### src/rtl/ysyx_23060096_rf_pkg.sv
// Shared definitions for the register file / scoreboard slice.
//   RF_ADDR_WIDTH : default register index width (32 GPRs)
//   RF_DATA_WIDTH : default register width
//   ZERO_IDX      : index of the hardwired-zero register
// Also provides RF_SLICE, which selects port k from a packed multi-port bus.
`ifndef YSYX_23060096_RF_PKG_SV
`define YSYX_23060096_RF_PKG_SV

// Port k of a bus made of equal-width fields: bus[k*w +: w].
`define RF_SLICE(bus, k, w) bus[(k)*(w) +: (w)]

package ysyx_23060096_rf_pkg;

  localparam int unsigned RF_ADDR_WIDTH = 5;
  localparam int unsigned RF_DATA_WIDTH = 32;
  localparam int unsigned ZERO_IDX      = 0;

endpackage

`endif

### src/rtl/ysyx_23060096_rf_scoreboard.sv
// Busy-bit scoreboard for the register file.
// Ports:
//   clk, rstn        clock, synchronous active-low reset
//   wr_eff, wr_addr  effective writeback (already filtered for x0); clears busy
//   iss_en, iss_addr decode reservation request
//   flush            clears every busy bit
//   busy             current busy vector (one bit per register)
//   iss_ready        reservation can be accepted this cycle
//   busy_cnt         registered popcount of the busy vector
module ysyx_23060096_rf_scoreboard
  import ysyx_23060096_rf_pkg::*;
#(
  parameter int unsigned ADDR_WIDTH = RF_ADDR_WIDTH,
  parameter bit          ZERO_REG   = 1'b1
) (
  input  logic                    clk,
  input  logic                    rstn,
  input  logic                    wr_eff,
  input  logic [ADDR_WIDTH-1:0]   wr_addr,
  input  logic                    iss_en,
  input  logic [ADDR_WIDTH-1:0]   iss_addr,
  input  logic                    flush,
  output logic [(1<<ADDR_WIDTH)-1:0] busy,
  output logic                    iss_ready,
  output logic [ADDR_WIDTH:0]     busy_cnt
);

  localparam int unsigned DEPTH = 1 << ADDR_WIDTH;

  logic [DEPTH-1:0]    busy_q, busy_d;
  logic [ADDR_WIDTH:0] cnt_q, cnt_d;
  logic                iss_zero;
  logic                iss_set;

  assign iss_zero  = ZERO_REG && (iss_addr == ADDR_WIDTH'(ZERO_IDX));
  // A writer retiring this cycle frees its register for a new reservation.
  assign iss_ready = !flush && (!busy_q[iss_addr] || (wr_eff && (wr_addr == iss_addr)));
  assign iss_set   = iss_en && iss_ready && !iss_zero;

  // Later assignments override earlier ones: flush > issue-set > write-clear.
  always_comb begin
    busy_d = busy_q;
    if (wr_eff) begin
      busy_d[wr_addr] = 1'b0;
    end
    if (iss_set) begin
      busy_d[iss_addr] = 1'b1;
    end
    if (flush) begin
      busy_d = '0;
    end
  end

  // Count the next-state vector so busy_cnt tracks busy with no extra lag.
  always_comb begin
    cnt_d = '0;
    for (int i = 0; i < DEPTH; i++) begin
      cnt_d = cnt_d + (ADDR_WIDTH+1)'(busy_d[i]);
    end
  end

  always_ff @(posedge clk) begin
    if (!rstn) begin
      busy_q <= '0;
      cnt_q  <= '0;
    end else begin
      busy_q <= busy_d;
      cnt_q  <= cnt_d;
    end
  end

  assign busy     = busy_q;
  assign busy_cnt = cnt_q;

endmodule

### src/rtl/ysyx_23060096_regfile_sb.sv
// Multi-read-port register file with integrated RAW/WAW scoreboard.
// Ports:
//   clk, rstn          clock, synchronous active-low reset
//   rd_addr / rd_data  packed read ports, port k at [k*W +: W]
//   rd_busy            per-port: register has a pending writer not satisfied now
//   wr_en/addr/data    writeback
//   iss_en/addr        decode reservation; iss_ready tells whether it is taken
//   flush              clears all busy bits
//   busy_cnt           number of busy registers
module ysyx_23060096_regfile_sb
  import ysyx_23060096_rf_pkg::*;
#(
  parameter int unsigned ADDR_WIDTH = RF_ADDR_WIDTH,
  parameter int unsigned DATA_WIDTH = RF_DATA_WIDTH,
  parameter int unsigned NUM_RD     = 2,
  parameter bit          ZERO_REG   = 1'b1,
  parameter bit          BYPASS     = 1'b1
) (
  input  logic                         clk,
  input  logic                         rstn,
  input  logic [NUM_RD*ADDR_WIDTH-1:0] rd_addr,
  output logic [NUM_RD*DATA_WIDTH-1:0] rd_data,
  output logic [NUM_RD-1:0]            rd_busy,
  input  logic                         wr_en,
  input  logic [ADDR_WIDTH-1:0]        wr_addr,
  input  logic [DATA_WIDTH-1:0]        wr_data,
  input  logic                         iss_en,
  input  logic [ADDR_WIDTH-1:0]        iss_addr,
  output logic                         iss_ready,
  input  logic                         flush,
  output logic [ADDR_WIDTH:0]          busy_cnt
);

  localparam int unsigned DEPTH = 1 << ADDR_WIDTH;

  logic [DATA_WIDTH-1:0] mem_q [DEPTH];
  logic [DEPTH-1:0]      busy;
  logic                  wr_eff;

  assign wr_eff = wr_en && !(ZERO_REG && (wr_addr == ADDR_WIDTH'(ZERO_IDX)));

  always_ff @(posedge clk) begin
    if (!rstn) begin
      for (int i = 0; i < DEPTH; i++) begin
        mem_q[i] <= '0;
      end
    end else if (wr_eff) begin
      mem_q[wr_addr] <= wr_data;
    end
  end

  ysyx_23060096_rf_scoreboard #(
    .ADDR_WIDTH (ADDR_WIDTH),
    .ZERO_REG   (ZERO_REG)
  ) u_scoreboard (
    .clk       (clk),
    .rstn      (rstn),
    .wr_eff    (wr_eff),
    .wr_addr   (wr_addr),
    .iss_en    (iss_en),
    .iss_addr  (iss_addr),
    .flush     (flush),
    .busy      (busy),
    .iss_ready (iss_ready),
    .busy_cnt  (busy_cnt)
  );

  for (genvar k = 0; k < NUM_RD; k++) begin : g_rd
    logic [ADDR_WIDTH-1:0] addr;
    logic [DATA_WIDTH-1:0] data;
    logic                  pend;

    assign addr = `RF_SLICE(rd_addr, k, ADDR_WIDTH);

    always_comb begin
      data = mem_q[addr];
      pend = busy[addr];
      if (ZERO_REG && (addr == ADDR_WIDTH'(ZERO_IDX))) begin
        data = '0;
        pend = 1'b0;
      end else if (BYPASS && wr_eff && (wr_addr == addr)) begin
        // The retiring write satisfies the reader this cycle.
        data = wr_data;
        pend = 1'b0;
      end
    end

    assign `RF_SLICE(rd_data, k, DATA_WIDTH) = data;
    assign rd_busy[k] = pend;
  end

endmodule
### config.mk
export PLATFORM = sky130hd
export DESIGN_NAME = ysyx_23060096_regfile_sb
export DESIGN_NICKNAME = d
export VERILOG_FILES = /design/src/rtl/ysyx_23060096_rf_pkg.sv /design/src/rtl/ysyx_23060096_rf_scoreboard.sv /design/src/rtl/ysyx_23060096_regfile_sb.sv
export SDC_FILE = /design/constraint.sdc
export NUM_CORES = 2
export LEC_CHECK = 0
export ABC_CLOCK_PERIOD_IN_PS = 11700
export CAP_MARGIN = 20
export CORE_AREA = 10 10 350 352
export DETAILED_ROUTE_END_ITERATION = 10
export DIE_AREA = 0 0 360 362
export GPL_ROUTABILITY_DRIVEN = 0
export PLACE_DENSITY = 0.66
export REMOVE_ABC_BUFFERS = 1
export SYNTH_ARGS = -nofsm -noshare
export SYNTH_HDL_FRONTEND = slang
export SYNTH_SLANG_ARGS = --single-unit
### constraint.sdc
create_clock -name clk -period 11.7 [get_ports clk]
set_input_delay 3.51 -clock clk [delete_from_list [all_inputs] [get_ports clk]]
set_output_delay 3.51 -clock clk [all_outputs]
set_load 0.01 [all_outputs]
==> metrics.cfg <==
[outcome]
status=finished clean

[power]
seq_power_share_pct=48.8
p_clk_share_pct=38.7
sw_frac_of_total_pct=24.6
internal_power_w=0.00690
comb_power_share_pct=12.5
switching_power_w=0.00226
p_per_area_nw_per_um2=141
ir_worst_vdd_mv=0.122
leakage_nw=21.8

[timing]
drv_slew=0
max_freq_ghz=0.0937
period_needed_ns=10.67
skew_ns=0.00937
grt_setup_unrepaired=no
whs_ns=0.534
finalHoldViolCount=0
setup_viol_count_final=0
worst_slew_pin_slew_ns=1.14
fin_crit_sh_pct=91.2
tns_ns=0
relSlewSlack_pct=23.9

[clock_network]
cts.clk_slew.worst_paths_ns=0.05
htree_levels=3
cts_tree=done
cts_hold_buf=0
cts_buffer_depth=3
cts_buffers=113
cts_resized=0
clk_latency_ns=0.69
cts_root_buf=clkbuf_16
cts_sinks=1062
post_cts_buffers=0

[detailed_routing]
via_per_inst=6.74
first_pass_iters=6
drc=0
wl_um=191000
postRouteAntennaNets=0
drt-initial-drc-count=5783
wire_per_inst_um=34.3
num_vias=37500

[logic_synthesis]
synthDistinctLibCells=58
yosysWarnings=0
synth_edf_count=1024
synth_seq_area_share_pct=54.9
async_reset_ff_share_pct=0
synth-seq-cells=1062
synthesis.instances=3911
syn-cell-area_sq_um=57400
synth.avg_cell_area_sq_um=14.7
ys.flop_type=edfxtp_1

[floorplan]
rows=125
initial_core_util_pct=49.7
ios=130
dieArea_sq_um=130000
die_h_um=362
die_x_um=360
core-area_sq_um=115000

[placed_design]
hpwl_um=112000
numPortBuffers=129
placed_cells=5338

[critical_path]
path_class=input port to primary output
critical_path_required_ns=8.19
critPathMaxFanout=13
worst_setup_path_start_kind=input port
cp-end-kind=primary output
cp.arrival_ns=7.16

[finish]
syn_to_final_growth_pct=12.9
multi_input_area_sq_um=24700
layout_commonest_cell=edfxtp_1
layout_common_cells=edfxtp_1, and2_1, mux4_2, o22ai_1, buf_4
seq_area_sq_um=31500
layout-drive-gt1-share_pct=24.3
stdcell_count=5566
final_nets=4022
fill_cells=8942

[global_routing]
grt_max_degree=64
grtUsageMet3_pct=5.08
grt_pass1_wl_um=274000
first_global_vias=37900
grt.total_usage_pct=29.0
top_usage_layer=met2
gr-total-overflow=0
use_met1_pct=38.2
use_met2_pct=47.1
antenna_found_initial=9

[min_path]
min_path_type=flip-flop to flip-flop

[run]
maxCapViolations=0

-- worst paths after layout --
check                                     startpoint                  endpoint  slack (ns)  depth (start not counted)
worst max-delay path                      wr_addr[4]               rd_data[35]        1.03                          8
worst min-delay path            u_scoreboard.busy[0]      u_scoreboard.busy[0]        0.53                          1
worst min register to register  u_scoreboard.busy[0]      u_scoreboard.busy[0]        0.53                          1
worst max register to register  u_scoreboard.busy[1]  u_scoreboard.busy_cnt[4]        5.24                         18
-- sequential cells by signal, indices dropped and copies added (netlist names) --
register	cells
u_scoreboard.busy_cnt	6
u_scoreboard.busy	32
mem_q	1024
-- worst max-delay path, cell delays in order --
cell             delay (ns)
clkdlybuf4s50_1        0.62
or3_1                  0.77
o31ai_2                0.49
nor4_4                 0.13
nor2_4                 0.43
buf_4                  0.39
a22o_1                 0.19
clkdlybuf4s50_1        0.56
-- layout make-up --
cell class | count | share of cell area, %
flip-flops and latches | 1062 | 48.6
clock buffers | 142 | 4.63
repair buffers | 308 | 4.52
multi-input cells | 2421 | 38.2
diodes | 11 | 0.0425
well taps | 1524 | 2.94
clock inverters | 71 | 0.947
inverters | 27 | 0.156
-- metal layers --
metal | routed length, um | up-vias | share of wire (%)
met5 | 0 | - | 0
met4 | 9510 | 0 | 5.0
met3 | 20500 | 509 | 11
met2 | 90700 | 2548 | 47
met1 | 70400 | 19200 | 37
li1 | - | 15200 | -
-- power by group through the flow --
stage	Combinational [W]	Clock, W	Sequential (W)
finish	0.00115	0.00354	0.00447
global route	0.00119	0.00371	0.00449
CTS	0.00114	0.00356	0.00447
detailed placement	0.00113	0	0.00455
global placement	0.00113	0	0.00453
floorplan	0.000568	0	0.00452
-- kinds of logic after synthesis --
group,count (synthesis),share of synthesized area (%)
buffers and inverters,459,3.32
muxes,553,21.3
xor gates and xnor gates,18,0.275
adders and majority gates,32,1.01
DFF,1062,54.9
other,1,0.00653
AOI/OAI and AO/OA,500,5.78
and+or+nand+nor,1286,13.4
-- synthesized netlist by cell type (4+ instances only) --
cell type / number / share of area (%)
or3_1: 5 / 0.054
buf_1: 5 / 0.033
dfxtp_1: 38 / 1.3
and3_1: 4 / 0.044
xnor2_1: 8 / 0.12
edfxtp_1: 1024 / 54
buf_2: 118 / 1.0
nor2b_1: 9 / 0.098
nor3_1: 14 / 0.12
mux2i_1: 15 / 0.26
nand2_1: 52 / 0.34
nand4_1: 4 / 0.044
clkbuf_1: 303 / 2.0
or2_2: 4 / 0.044
inv_1: 26 / 0.17
and2_1: 994 / 11
xor2_1: 10 / 0.15
o21ai_0: 83 / 0.72
o22a_1: 16 / 0.24
nand3b_1: 8 / 0.10
a21oi_2: 10 / 0.15
nor4_1: 62 / 0.68
nand2b_1: 16 / 0.17
nor2_1: 84 / 0.55
mux4_2: 534 / 21
a21oi_1: 20 / 0.17
fa_1: 24 / 0.84
a21o_1: 4 / 0.052
ha_1: 8 / 0.17
o22ai_1: 255 / 2.8
a31oi_1: 14 / 0.15
a22o_1: 62 / 0.95
o2bb2ai_1: 19 / 0.29
nand3_1: 20 / 0.17
-- per-stage QoR --
step / setup WS, ns / total power [W] / instance area [sq um] / util, %
2_1_floorplan: 1.53 / 0.00509 / 55700 / -
3_3_place_gp: 1.07 / 0.00566 / 61100 / 53.0
3_5_place_dp: 0.997 / 0.00568 / 61100 / 53.0
4_1_cts: 1.00 / 0.00916 / 64700 / 56.1
5_1_grt: 0.922 / 0.00939 / 64800 / 56.2
6_report: 1.03 / 0.00916 / 64800 / 56.2
Note: power is estimated with default switching activity, not from simulation.
